[src/rtl/key_debounce.sv]
// +--------------------------------------------------------------------------+
// | key_debounce: 2-flop sync + per-key stability filter, press/release/long |
// | strobes. Optional long-press hold counters via KEY_LONG_PRESS_EN. Rev 1.0 |
// +--------------------------------------------------------------------------+
`default_nettype none

module key_debounce #(
  parameter int unsigned KEY_W    = 4,
  parameter int unsigned CNT_MAX  = 999_999,
  parameter int unsigned LONG_MAX = 49_999_999
) (
  input  logic             sys_clk,
  input  logic             sys_rst_n,
  input  logic [KEY_W-1:0] key_in,
  output logic [KEY_W-1:0] key_out,
  output logic [KEY_W-1:0] key_press,
  output logic [KEY_W-1:0] key_release,
  output logic [KEY_W-1:0] key_long
);

  localparam int unsigned            c_CNT_W   = $clog2(CNT_MAX + 1);
  localparam logic [c_CNT_W-1:0]     c_CNT_MAX = c_CNT_W'(CNT_MAX);

  // Zero thresholds would collapse the counters to zero width.
  if (CNT_MAX == 0 || LONG_MAX == 0) begin : g_param_check
    $error("key_debounce: CNT_MAX and LONG_MAX must be nonzero");
  end

  logic [KEY_W-1:0]   sync1_q;
  logic [KEY_W-1:0]   sync2_q;
  logic [KEY_W-1:0]   key_out_q,   key_out_d;
  logic [KEY_W-1:0]   press_q,     press_d;
  logic [KEY_W-1:0]   release_q,   release_d;
  logic [c_CNT_W-1:0] cnt_q [KEY_W];
  logic [c_CNT_W-1:0] cnt_d [KEY_W];

  always_comb begin
    key_out_d = key_out_q;
    press_d   = '0;
    release_d = '0;
    for (int i = 0; i < int'(KEY_W); i++) begin
      cnt_d[i] = '0;
      if (sync2_q[i] != key_out_q[i]) begin
        if (cnt_q[i] == c_CNT_MAX) begin
          key_out_d[i] = sync2_q[i];
          press_d[i]   = ~sync2_q[i];
          release_d[i] = sync2_q[i];
        end else begin
          cnt_d[i] = cnt_q[i] + 1'b1;
        end
      end
    end
  end

  always_ff @(posedge sys_clk or negedge sys_rst_n) begin
    if (!sys_rst_n) begin
      sync1_q   <= '1;
      sync2_q   <= '1;
      key_out_q <= '1;
      press_q   <= '0;
      release_q <= '0;
      for (int i = 0; i < int'(KEY_W); i++) cnt_q[i] <= '0;
    end else begin
      sync1_q   <= key_in;
      sync2_q   <= sync1_q;
      key_out_q <= key_out_d;
      press_q   <= press_d;
      release_q <= release_d;
      for (int i = 0; i < int'(KEY_W); i++) cnt_q[i] <= cnt_d[i];
    end
  end

  assign key_out     = key_out_q;
  assign key_press   = press_q;
  assign key_release = release_q;

`ifdef KEY_LONG_PRESS_EN
  localparam int unsigned         c_LONG_W   = $clog2(LONG_MAX + 1);
  localparam logic [c_LONG_W-1:0] c_LONG_MAX = c_LONG_W'(LONG_MAX);

  logic [c_LONG_W-1:0] hold_q [KEY_W];
  logic [c_LONG_W-1:0] hold_d [KEY_W];
  logic [KEY_W-1:0]    done_q, done_d;
  logic [KEY_W-1:0]    long_q, long_d;

  // done_q keeps the saturated counter from re-firing the strobe.
  always_comb begin
    done_d = done_q;
    long_d = '0;
    for (int i = 0; i < int'(KEY_W); i++) begin
      hold_d[i] = hold_q[i];
      if (key_out_q[i]) begin
        hold_d[i] = '0;
        done_d[i] = 1'b0;
      end else if (hold_q[i] != c_LONG_MAX) begin
        hold_d[i] = hold_q[i] + 1'b1;
      end else if (!done_q[i]) begin
        long_d[i] = 1'b1;
        done_d[i] = 1'b1;
      end
    end
  end

  always_ff @(posedge sys_clk or negedge sys_rst_n) begin
    if (!sys_rst_n) begin
      done_q <= '0;
      long_q <= '0;
      for (int i = 0; i < int'(KEY_W); i++) hold_q[i] <= '0;
    end else begin
      done_q <= done_d;
      long_q <= long_d;
      for (int i = 0; i < int'(KEY_W); i++) hold_q[i] <= hold_d[i];
    end
  end

  assign key_long = long_q;
`else
  assign key_long = '0;
`endif

endmodule

`default_nettype wire
[config.mk]
export PLATFORM = sky130hd
export DESIGN_NAME = key_debounce
export DESIGN_NICKNAME = d
export VERILOG_FILES = /design/src/rtl/key_debounce.sv
export SDC_FILE = /design/constraint.sdc
export NUM_CORES = 1
export LEC_CHECK = 0
export ABC_AREA = 1
export CAP_MARGIN = 10
export CORE_MARGIN = 5
export CORE_UTILIZATION = 63
export DETAILED_ROUTE_END_ITERATION = 10
export PLACE_DENSITY = 0.82
export SLEW_MARGIN = 20
export SYNTH_ARGS = -nofsm -noshare
export SYNTH_HDL_FRONTEND = slang
export SYNTH_SLANG_ARGS = --single-unit
[constraint.sdc]
create_clock -name sys_clk -period 2.2 [get_ports sys_clk]
set_input_delay 0.44 -clock sys_clk [delete_from_list [all_inputs] [get_ports sys_clk]]
set_output_delay 0.44 -clock sys_clk [all_outputs]
set_load 0.05 [all_outputs]
=== After elaboration in Yosys (flattened, before gate mapping) ===
Index checks and enable logic that the tools add are counted.

* Bits in registers: 100
* Input port bits: 6
* Word-level logic and storage cells: 56

* Bitwise gates (word level): 4
* Reductions and logical operators: 4
* Muxes and demuxes: 24
* Eq/ne operators: 8
* Add/sub/neg operators: 4

{| class="wikitable"
|+ Operators with widths
! cell !! count
|-
| 20-bit two-way mux || 8
|-
| 20-bit by 1-bit adder with 20-bit output, second input constant || 4
|-
| 20-bit equality test, second input constant || 4
|-
| 1-bit two-way mux || 16
|-
| 2-bit AND reduction || 4
|-
| 1-bit != test || 4
|-
| 1-bit NOT || 4
|}

=== Depth between registers and ports, before layout ===
Gate-level depths: netlist of the first run.

* Depth in word-level cells: 3
* Mapped depth: 9

=== Worst setup path after synthesis of the first run ===
No wires, ideal clock.

* Path kind: flip-flop to flip-flop
* Start point: register key_out_q[0] (netlist: key_out[0])
* End point: register cnt_q[69] (netlist bit)
* Path buffers: 0
* Arrival: 1371 ps
* Cell stages (with the launch flop): 6
* Setup slack: 708 ps
* Cells stage by stage: dfstp_2 nor2_1 nor2_1 inv_2 nand2_2 nor2_1

{| class="wikitable"
|+ RTL lines
! item !! RTL line !! source
|-
| from (decl) || 31 || <nowiki>logic [KEY_W-1:0] key_out_q, key_out_d;</nowiki>
|-
| from (signal assigned) || 66 || <nowiki>key_out_q <= key_out_d;</nowiki>
|-
| to (decl) || 34 || <nowiki>logic [c_CNT_W-1:0] cnt_q [KEY_W];</nowiki>
|}

=== Worst setup path in the final report of the first run ===
* Start point: register release_q[2] (netlist: key_release[2])
* End point: output key_release[2]

{| class="wikitable"
|+ RTL lines
! item !! RTL line !! source
|-
| from (decl) || 33 || <nowiki>logic [KEY_W-1:0] release_q, release_d;</nowiki>
|-
| from (signal assigned) || 68 || <nowiki>release_q <= release_d;</nowiki>
|-
| to (decl) || 17 || <nowiki>output logic [KEY_W-1:0] key_release,</nowiki>
|}

No word-level cell between the ends.

==> results of run 1 <==
layer usage:
layer,wire [um],global-route usage,share of wire
met1,4990,0.326,0.46
met2,5090,0.360,0.47
met3,633,0.0533,0.058
met4,123,0.0573,0.011
met5,0,0,0
final timing paths:
kind	to	slack, ps	cells past startpoint
min in group sys_clk	sync2_q[0]	360	0
worst max-delay path	key_release[2]	250	1
max in group asynchronous	sync1_q[3]	1490	2
worst min-delay path	cnt_q[42]	40	1
worst max register to register	cnt_q[51]	530	6
worst min register to register	sync2_q[0]	360	0
cell type report:
cell class / count / area (um^2)
flip-flops and latches: 100 / 2520
repair buffers: 23 / 235
well taps: 105 / 131
inverters: 60 / 225
fillers: 630 / 2370
clock buffers: 10 / 138
multi-input cells: 470 / 2440
clock inverters: 6 / 68.8
power by group:
group          switching, mW  internal [mW]  leakage, nW
sequential            0.0230           1.87         1.35
clock                  0.629          0.565        0.103
combinational          0.109         0.0437         1.06
flip-flops by register name, summed over array words and instances, names as in the netlist:
register,flops
key_out,4
key_release,4
cnt_q,80
sync2_q,4
sync1_q,4
key_press,4
logic make-up (layout without fill, tap and decap cells):
logic type | after synthesis | count (layout)
xor gates and xnor gates | 42 | 42
DFF | 100 | 100
buffers and inverters | 66 | 99
and+or+nand+nor | 397 | 397
AOI/OAI and AO/OA | 23 | 23
adders and majority gates | 4 | 4
other | 1 | 4
layout by cell type (no fill, tap or decap), types with 2 or more instances in the layout:
cell type / synthesis / layout
ha_1: 4 / 4
a21oi_1: 13 / 13
xor2_1: 27 / 27
inv_2: 2 / 2
nor2_4: 8 / 8
and2_1: 2 / 2
o21bai_1: 3 / 3
nand3_4: 4 / 4
nand2_1: 94 / 94
nor2_1: 164 / 164
nor2_2: 12 / 12
buf_4: 4 / 6
nand3_2: 5 / 5
clkbuf_8: 0 / 10
xnor2_1: 15 / 15
nor3_1: 14 / 14
dlymetal6s2s_1: 0 / 4
nand4_1: 8 / 8
nand3_1: 64 / 64
dfstp_2: 12 / 12
o21ai_1: 3 / 3
clkdlybuf4s50_1: 0 / 12
inv_6: 0 / 2
nand2_2: 12 / 12
dfrtp_1: 88 / 88
inv_1: 58 / 58
nor3_2: 2 / 2
o21ai_0: 3 / 3
conb_1: 1 / 4
nand3b_1: 2 / 2
nor3_4: 2 / 2
==> results.sh, run 1 <==
export IMPL_antenna_left=0
export IMPL_cp_required_ps=1760
export IMPL_fp_dieW_um=101
export IMPL_maxSlewViolCount=0
export IMPL_path_clk_slew_ps=100
export IMPL_total_power_mw=3.24
export IMPL_synth_most_common_cell="nor2_1"
export IMPL_cts_root_buffer="clkbuf_8"
export IMPL_synth_main_ff_cell="dfrtp_1"
export IMPL_min_period_ps=1950
export IMPL_synthCells=633
export IMPL_skew_ps=9.85
export IMPL_ctsHoldBuffers=0
export IMPL_cts_tree="built"
export IMPL_hp_class="input pin to asynchronous set/reset pin"
export IMPL_die_area_um2=10200
export IMPL_synth_distinct_cells=34
export IMPL_io_pins=22
export IMPL_final_cells=774
export IMPL_cts_buffers=9
export IMPL_synth_mux_area_frac=0
export IMPL_ir_worst_vdd_v=0.000373
export IMPL_grt_pass1_wl_mm=18.6
export IMPL_synth_common_cells="nor2_1, nand2_1, dfrtp_1"
export IMPL_synth_compound_area_share=0.0237
export IMPL_placed_area_um2=5540
export IMPL_clock_fmax_mhz=513
export IMPL_leakage_nw=2.51
export IMPL_num_vias=4180
export IMPL_grt_setup_unrepaired="no"
export IMPL_ys_ff_latch=100
export IMPL_grt_max_degree=40
export IMPL_outcome="complete, no violations"
export IMPL_grt_ovfl_total=0
export IMPL_setup_viol=0
export IMPL_maxSlewHeadroom=0.659
export IMPL_grt_pass1_vias=4003
export IMPL_synth_edf_count=0
export IMPL_place_inst=758
export IMPL_end_kind="primary output"
export IMPL_routed_via_density=5.40
export IMPL_drive_above_1_share=0.126
export IMPL_synth_top_cell_by_area="dfrtp_1"
export IMPL_avgSynthCellArea_um2=8.25
export IMPL_post_cts_buffers=0
export IMPL_crit_fanout=1
export IMPL_clockBufferDepth=2
export IMPL_powerDensity_nw_per_um2=562
export IMPL_cp_top_family="buffers and inverters"
export IMPL_cp_data_arrival_time_ps=1510
export IMPL_htreeDepth=3
export IMPL_synthXorXnorAreaFrac=0.0705
export IMPL_wl_mm=10.8
export IMPL_max_stage_delay_ps=800
export IMPL_nets=674
export IMPL_synth_top_family_by_area="simple AND/OR/NAND/NOR gates"
export IMPL_start_util=0.642
export IMPL_cp_startpoint="key_release[2]"
export IMPL_yosys_warnings=0
export IMPL_antenna_found_initial=0
export IMPL_drc=0
export IMPL_dr_first_iter_drc_count=275
export IMPL_syn_area_um2=5220
export IMPL_critPathBufInv=1
export IMPL_hpwlAfterDp_mm=8.22
export IMPL_ys_seq_area_frac=0.482
export IMPL_grt_util_all_layers=0.230
export IMPL_first_pass_iters=5
export IMPL_final_area_um2=5760
export IMPL_setup_ws_ps=249
export IMPL_wl_per_cell_um=14.0
export IMPL_tightest_slew_ps=512
export IMPL_synth_fa_ha_area_frac=0.00959
export IMPL_clkLatencyLatePin_ps=360
export IMPL_port_buffers=17
export IMPL_synthArstFlopShare=1.00
export IMPL_crit_path_top_delay_cell="clkdlybuf4s50_1"
export IMPL_die_y_um=101
export IMPL_insertedDiodeCount=0
export IMPL_synthSimpleGateAreaFrac=0.361
export IMPL_area_growth_pct=10.3
export IMPL_hold_viol=0
export IMPL_cp_start_kind="register"
export IMPL_post_cts_resized=0
export IMPL_synth_area_top_cells="dfrtp_1, nor2_1, nand2_1, nand3_1, dfstp_2"
export IMPL_final_core_util=0.708
export IMPL_cap_viol_max_count=0
export IMPL_cts_sink_count=100
export IMPL_period_share=0.887
export IMPL_synth_top_area_share=0.422
export IMPL_rows=33
export IMPL_worstSetupPathType="register to primary output"
export IMPL_r2r_start="cnt_q[40]"
export IMPL_hold_slack_ps=40.7
export IMPL_fin_setup_tns_ps=0
export IMPL_place_gp_congestion=0.937
export IMPL_design_core_area_um2=8130
export IMPL_path_cells="clkdlybuf4s50_1"
export IMPL_post_place_ws_ps=413
Power figures use the tool's default switching activity.
==> inputs of run 2 (changes only) <==
--- a/config.mk
+++ b/config.mk
@@ -8,9 +8,10 @@
 export ABC_AREA = 1
 export CAP_MARGIN = 10
 export CORE_MARGIN = 5
-export CORE_UTILIZATION = 63
+export CORE_UTILIZATION = 50
 export DETAILED_ROUTE_END_ITERATION = 10
-export PLACE_DENSITY = 0.82
+export PLACE_DENSITY = 0.68
+export SETUP_SLACK_MARGIN = 0.02
 export SLEW_MARGIN = 20
 export SYNTH_ARGS = -nofsm -noshare
 export SYNTH_HDL_FRONTEND = slang
==> run 2 against run 1 <==
Wire length is 7.4% lower. Register-to-register slack worse by 190 ps. Clock skew up 2.7 ps. Cell count rose by 4.0%. Sequential share of layout area fell by 0.085 points. Global-route usage decreased by 5.7 points. Largest cell class unchanged. Non-clock buffer count did not move. Sequential cell count stayed put. Utilization is 15 points lower. Worst hold slack improved by 320 ps. Setup slack is essentially flat. Via count is 3.3% lower.
==> results.sh, run 2 (synthesis results as in run 1) <==
export IMPL_ir_worst_vdd_v=0.000480
export IMPL_grt_busiest_layer="met2"
export IMPL_antenna_found_initial=0
export IMPL_critPathBufInv=1
export IMPL_cap_viol_max_count=0
export IMPL_endpoint="key_press[2]"
export IMPL_timing_reg2reg_worst_path_depth=5
export IMPL_port_buffers=17
export IMPL_r2r_slack_ps=340
export IMPL_r2r_start="sync2_q[3]"
export IMPL_post_place_ws_ps=249
export IMPL_grt_util_all_layers=0.173
export IMPL_post_cts_buffers=0
export IMPL_cts_root_buffer="clkbuf_8"
export IMPL_final_core_util=0.561
export IMPL_start_util=0.508
export IMPL_die_y_um=112
export IMPL_htreeDepth=3
export IMPL_layout_common_cells="nor2_1, nand2_1, dfrtp_1, nand3_1, inv_1"
export IMPL_fin_setup_tns_ps=0
export IMPL_cts_sink_count=100
export IMPL_outcome="complete, no violations"
export IMPL_design_core_area_um2=10300
export IMPL_wl_mm=10.0
export IMPL_num_vias=4040
export IMPL_powerDensity_nw_per_um2=554
export IMPL_min_period_ps=1950
export IMPL_hp_class="register to register"
export IMPL_insertedDiodeCount=0
export IMPL_first_pass_iters=5
export IMPL_cp_startpoint="key_press[2]"
export IMPL_grt_pass1_wl_mm=18.2
export IMPL_worstSetupPathType="register to primary output"
export IMPL_path_cells="clkdlybuf4s50_1"
export IMPL_drive_above_1_share=0.121
export IMPL_end_kind="primary output"
export IMPL_cts_tree="built"
export IMPL_grtUsageMet3=0.0437
export IMPL_antenna_left=0
export IMPL_grt_setup_unrepaired="no"
export IMPL_fp_dieW_um=112
export IMPL_layout_commonest_cell="nor2_1"
export IMPL_cp_required_ps=1760
export IMPL_cp_data_arrival_time_ps=1510
export IMPL_hold_viol=0
export IMPL_grt_util_met2=0.286
export IMPL_final_cells=805
export IMPL_drc=0
export IMPL_hpwlAfterDp_mm=7.55
export IMPL_max_stage_delay_ps=800
export IMPL_tightest_slew_ps=848
export IMPL_io_pins=22
export IMPL_wl_per_cell_um=12.5
export IMPL_grt_pass1_vias=4087
export IMPL_setup_viol=0
export IMPL_crit_path_top_delay_cell="clkdlybuf4s50_1"
export IMPL_die_area_um2=12600
export IMPL_place_gp_congestion=0.910
export IMPL_leakage_nw=2.46
export IMPL_maxSlewHeadroom=0.433
export IMPL_clock_fmax_mhz=512
export IMPL_setup_ws_ps=249
export IMPL_cp_start_kind="register"
export IMPL_path_clk_slew_ps=90
export IMPL_grt_max_degree=38
export IMPL_area_growth_pct=10.5
export IMPL_dr_first_iter_drc_count=181
export IMPL_clkLatencyLatePin_ps=370
export IMPL_final_area_um2=5770
export IMPL_crit_cells=1
export IMPL_clockBufferDepth=2
export IMPL_nets=674
export IMPL_largest_register="cnt_q"
export IMPL_placed_area_um2=5570
export IMPL_crit_fanout=1
export IMPL_place_inst=788
export IMPL_cp_top_family="buffers and inverters"
export IMPL_routed_via_density=5.02
export IMPL_rr_endpoint="cnt_q[9]"
export IMPL_maxSlewViolCount=0
export IMPL_skew_ps=12.5
export IMPL_grt_use_met1=0.223
export IMPL_largest_reg_flops=80
export IMPL_rows=37
export IMPL_period_share=0.887
export IMPL_grt_ovfl_total=0
export IMPL_cts_buffers=9
-- run 2: changes by cell type in the layout (fill, tap and decap cells not counted) --
cell and change:
clkbuf_1 +3, dlymetal6s2s_1 -3, dlygate4sd2_1 +2, inv_6 -2, clkinv_2 +1, clkinv_4 -1, clkinvlp_4 -1, dlygate4sd3_1 +1
-- run 2: cell type report --
cell class	count	area (um^2)
fill	951	4510
multi-input combinational	470	2440
inverter	60	225
timing repair buffer	23	225
tap	136	170
clock buffer	13	149
sequential	100	2520
clock inverter	3	40.0
-- run 2: timing repair --
item | in CTS | in global routing
endpoints found under the hold margin | 7 | 0
gates cloned | 0 | 0
gates resized for setup | 2 | 1
setup endpoints to repair | 2 | 1
hold buffers | 1 | 0
-- run 2: how the worst min path moves through the flow --
stage | start | end | depth (start not counted)
floorplan | sys_rst_n | cnt_q[0] | 0
global placement | sync1_q[2] | sync2_q[2] | 0
detailed placement | sync1_q[1] | sync2_q[1] | 0
CTS | sync1_q[2] | sync2_q[2] | 0
global route | sync1_q[2] | sync2_q[2] | 0
finish | sync1_q[2] | sync2_q[2] | 0
-- run 2: power breakdown --
group          switching (mW)  internal, mW
registers              0.0220          1.87
clock network           0.599         0.556
logic                   0.106        0.0439
-- run 2: through the flow --
| stage | power (mW) | hold WS, ps |
|---|---|---|
| 2_1_floorplan | 2.01 | 144 |
| 3_3_place_gp | 2.07 | 347 |
| 3_5_place_dp | 2.08 | 348 |
| 4_1_cts | 3.24 | 362 |
| 5_1_grt | 3.35 | 363 |
| 6_report | 3.19 | 359 |
-- run 2: routing by layer --
| metal | up-vias | wire [um] |
|---|---|---|
| met1 | 1889 | 4700 |
| met5 | - | 0 |
| met2 | 73 | 4780 |
| li1 | 2066 | - |
| met4 | 0 | 136 |
| met3 | 12 | 410 |
==> inputs of run 3 (changes only) <==
--- a/config.mk
+++ b/config.mk
@@ -9,9 +9,9 @@
 export CAP_MARGIN = 10
 export CORE_MARGIN = 5
 export CORE_UTILIZATION = 50
+export CTS_CLUSTER_DIAMETER = 80
 export DETAILED_ROUTE_END_ITERATION = 10
 export PLACE_DENSITY = 0.68
-export SETUP_SLACK_MARGIN = 0.02
 export SLEW_MARGIN = 20
 export SYNTH_ARGS = -nofsm -noshare
 export SYNTH_HDL_FRONTEND = slang
==> run 3 against run 2 <==
Global-route usage stayed put. Maximum frequency hardly changed. Utilization is 0.073 points higher.
==> results.sh, run 3 (synthesis results as in run 1) <==
export IMPL_outcome="complete, no violations"
export IMPL_r2r_slack_ps=340
export IMPL_worstSetupPathType="register to primary output"
export IMPL_p_int_mw=2.47
export IMPL_crit_fanout=1
export IMPL_io_pins=22
export IMPL_final_core_util=0.562
export IMPL_largest_reg_flops=80
export IMPL_drive_above_1_share=0.121
export IMPL_power_switching_mw=0.728
export IMPL_hold_viol=0
export IMPL_grt_pass1_vias=4087
export IMPL_insertedDiodeCount=0
export IMPL_path_cells="clkdlybuf4s50_1"
export IMPL_fin_setup_tns_ps=0
export IMPL_rows=37
export IMPL_num_vias=4059
export IMPL_grtUsageMet3=0.0437
export IMPL_hpwlAfterDp_mm=7.55
export IMPL_clkPwrFrac=0.361
export IMPL_area_growth_pct=10.7
export IMPL_cp_start_kind="register"
export IMPL_setup_viol=0
export IMPL_drc=0
export IMPL_min_to="sync2_q[2]"
export IMPL_p_sw_frac=0.228
export IMPL_path_clk_slew_ps=90
export IMPL_multiInputGateArea_um2=2440
export IMPL_min_path_cells=0
export IMPL_pwr_share_comb=0.047
export IMPL_max_stage_delay_ps=800
export IMPL_fillers=952
export IMPL_r2r_start="sync2_q[3]"
export IMPL_timing_reg2reg_worst_path_depth=5
export IMPL_first_pass_iters=4
export IMPL_worstHoldStart="sync1_q[2]"
export IMPL_min_period_ps=1950
export IMPL_end_kind="primary output"
export IMPL_routed_via_density=5.04
export IMPL_die_area_um2=12600
export IMPL_grt_ovfl_total=0
export IMPL_ir_worst_vdd_v=0.000480
export IMPL_die_y_um=112
export IMPL_htreeDepth=3
export IMPL_grt_pass1_wl_mm=18.2
export IMPL_crit_path_top_delay_cell="clkdlybuf4s50_1"
export IMPL_powerDensity_nw_per_um2=553
export IMPL_cp_data_arrival_time_ps=1510
export IMPL_tightest_slew_ps=846
export IMPL_leakage_nw=2.49
export IMPL_antenna_found_initial=0
export IMPL_clkLatencyLatePin_ps=370
export IMPL_maxSlewViolCount=0
export IMPL_cts_root_buffer="clkbuf_8"
export IMPL_hp_class="register to register"
export IMPL_p_seq_frac=0.592
export IMPL_grt_busiest_layer="met2"
export IMPL_dr_first_iter_drc_count=170
export IMPL_maxSlewHeadroom=0.434
export IMPL_cp_required_ps=1760
export IMPL_cp_top_family="buffers and inverters"
export IMPL_grt_use_met1=0.223
export IMPL_crit_cells=1
export IMPL_grt_max_degree=38
export IMPL_layout_common_cells="nor2_1, nand2_1, dfrtp_1, nand3_1, inv_1"
export IMPL_grt_setup_unrepaired="no"
export IMPL_clock_fmax_mhz=513
export IMPL_rr_endpoint="cnt_q[9]"
export IMPL_design_core_area_um2=10300
export IMPL_largest_register="cnt_q"
export IMPL_cts_tree="built"
export IMPL_clockBufferDepth=2
export IMPL_place_gp_congestion=0.910
export IMPL_period_share=0.887
export IMPL_layout_commonest_cell="nor2_1"
export IMPL_wl_per_cell_um=12.5
export IMPL_total_power_mw=3.20
export IMPL_skew_ps=13.7
export IMPL_grt_util_all_layers=0.173
export IMPL_cap_viol_max_count=0
export IMPL_post_cts_buffers=0
export IMPL_cts_sink_count=100
export IMPL_critPathBufInv=1
export IMPL_cts_buffers=9
export IMPL_start_util=0.508
export IMPL_grt_util_met2=0.286
export IMPL_wl_mm=10.0
export IMPL_register_area_um2=2520
export IMPL_hold_slack_ps=359
export IMPL_antenna_left=0
export IMPL_port_buffers=17
export IMPL_fp_dieW_um=112
export IMPL_nets=674
-- run 3: metal layers --
layer  share of wire  vias to the layer above
met4           0.014                        0
met1            0.47                     1907
li1                -                     2065
met2            0.48                       75
met5               0                        -
met3           0.041                       12
-- run 3: cell type report --
class                   count  share of cell area
clock buffers              13              0.0258
clock inverters             3             0.00693
inverters                  60              0.0390
multi-input cells         470               0.423
flip-flops and latches    100               0.436
well taps                 136              0.0294
repair buffers             23              0.0403
-- run 3: worst max path at each step --
stage                       from      endpoint  slack, ps
detailed placement    sync2_q[3]      cnt_q[6]        250
finish              key_press[2]  key_press[2]        250
global placement      sync2_q[3]      cnt_q[5]        360
floorplan             key_out[0]     cnt_q[69]        710
global route          sync2_q[3]      cnt_q[9]        160
CTS                   key_out[1]    key_out[1]          9
-- run 3: metrics by stage --
step | worst slack, ps | area [um^2] | std cells
6_report | 249 | 5780 | 805
3_3_place_gp | 363 | 5570 | 788
4_1_cts | 8.62 | 5770 | 805
3_5_place_dp | 249 | 5570 | 788
2_1_floorplan | 708 | 5230 | 636
5_1_grt | 161 | 5780 | 805
-- run 3: power groups by stage --
stage / sequential [mW] / clock [mW] / combinational (mW)
2_1_floorplan: 1.92 / 0 / 0.0855
3_3_place_gp: 1.92 / 0 / 0.148
3_5_place_dp: 1.93 / 0 / 0.154
4_1_cts: 1.89 / 1.20 / 0.155
5_1_grt: 1.89 / 1.28 / 0.176
6_report: 1.89 / 1.16 / 0.150
-- run 3: timing repair --
item                                    in CTS  in global routing
endpoints found under the setup margin       0                  3
hold buffers                                 1                  0
endpoints found under the hold margin        7                  0
gates resized for setup                      0                  3
-- run 3: worst reg2reg max path, delay by kind of cell, from the launching register on --
family | cells | cell delay (ps)
AND/OR/NAND/NOR | 4 | 950
flip-flops | 1 | 560
buffers and inverters | 1 | 250
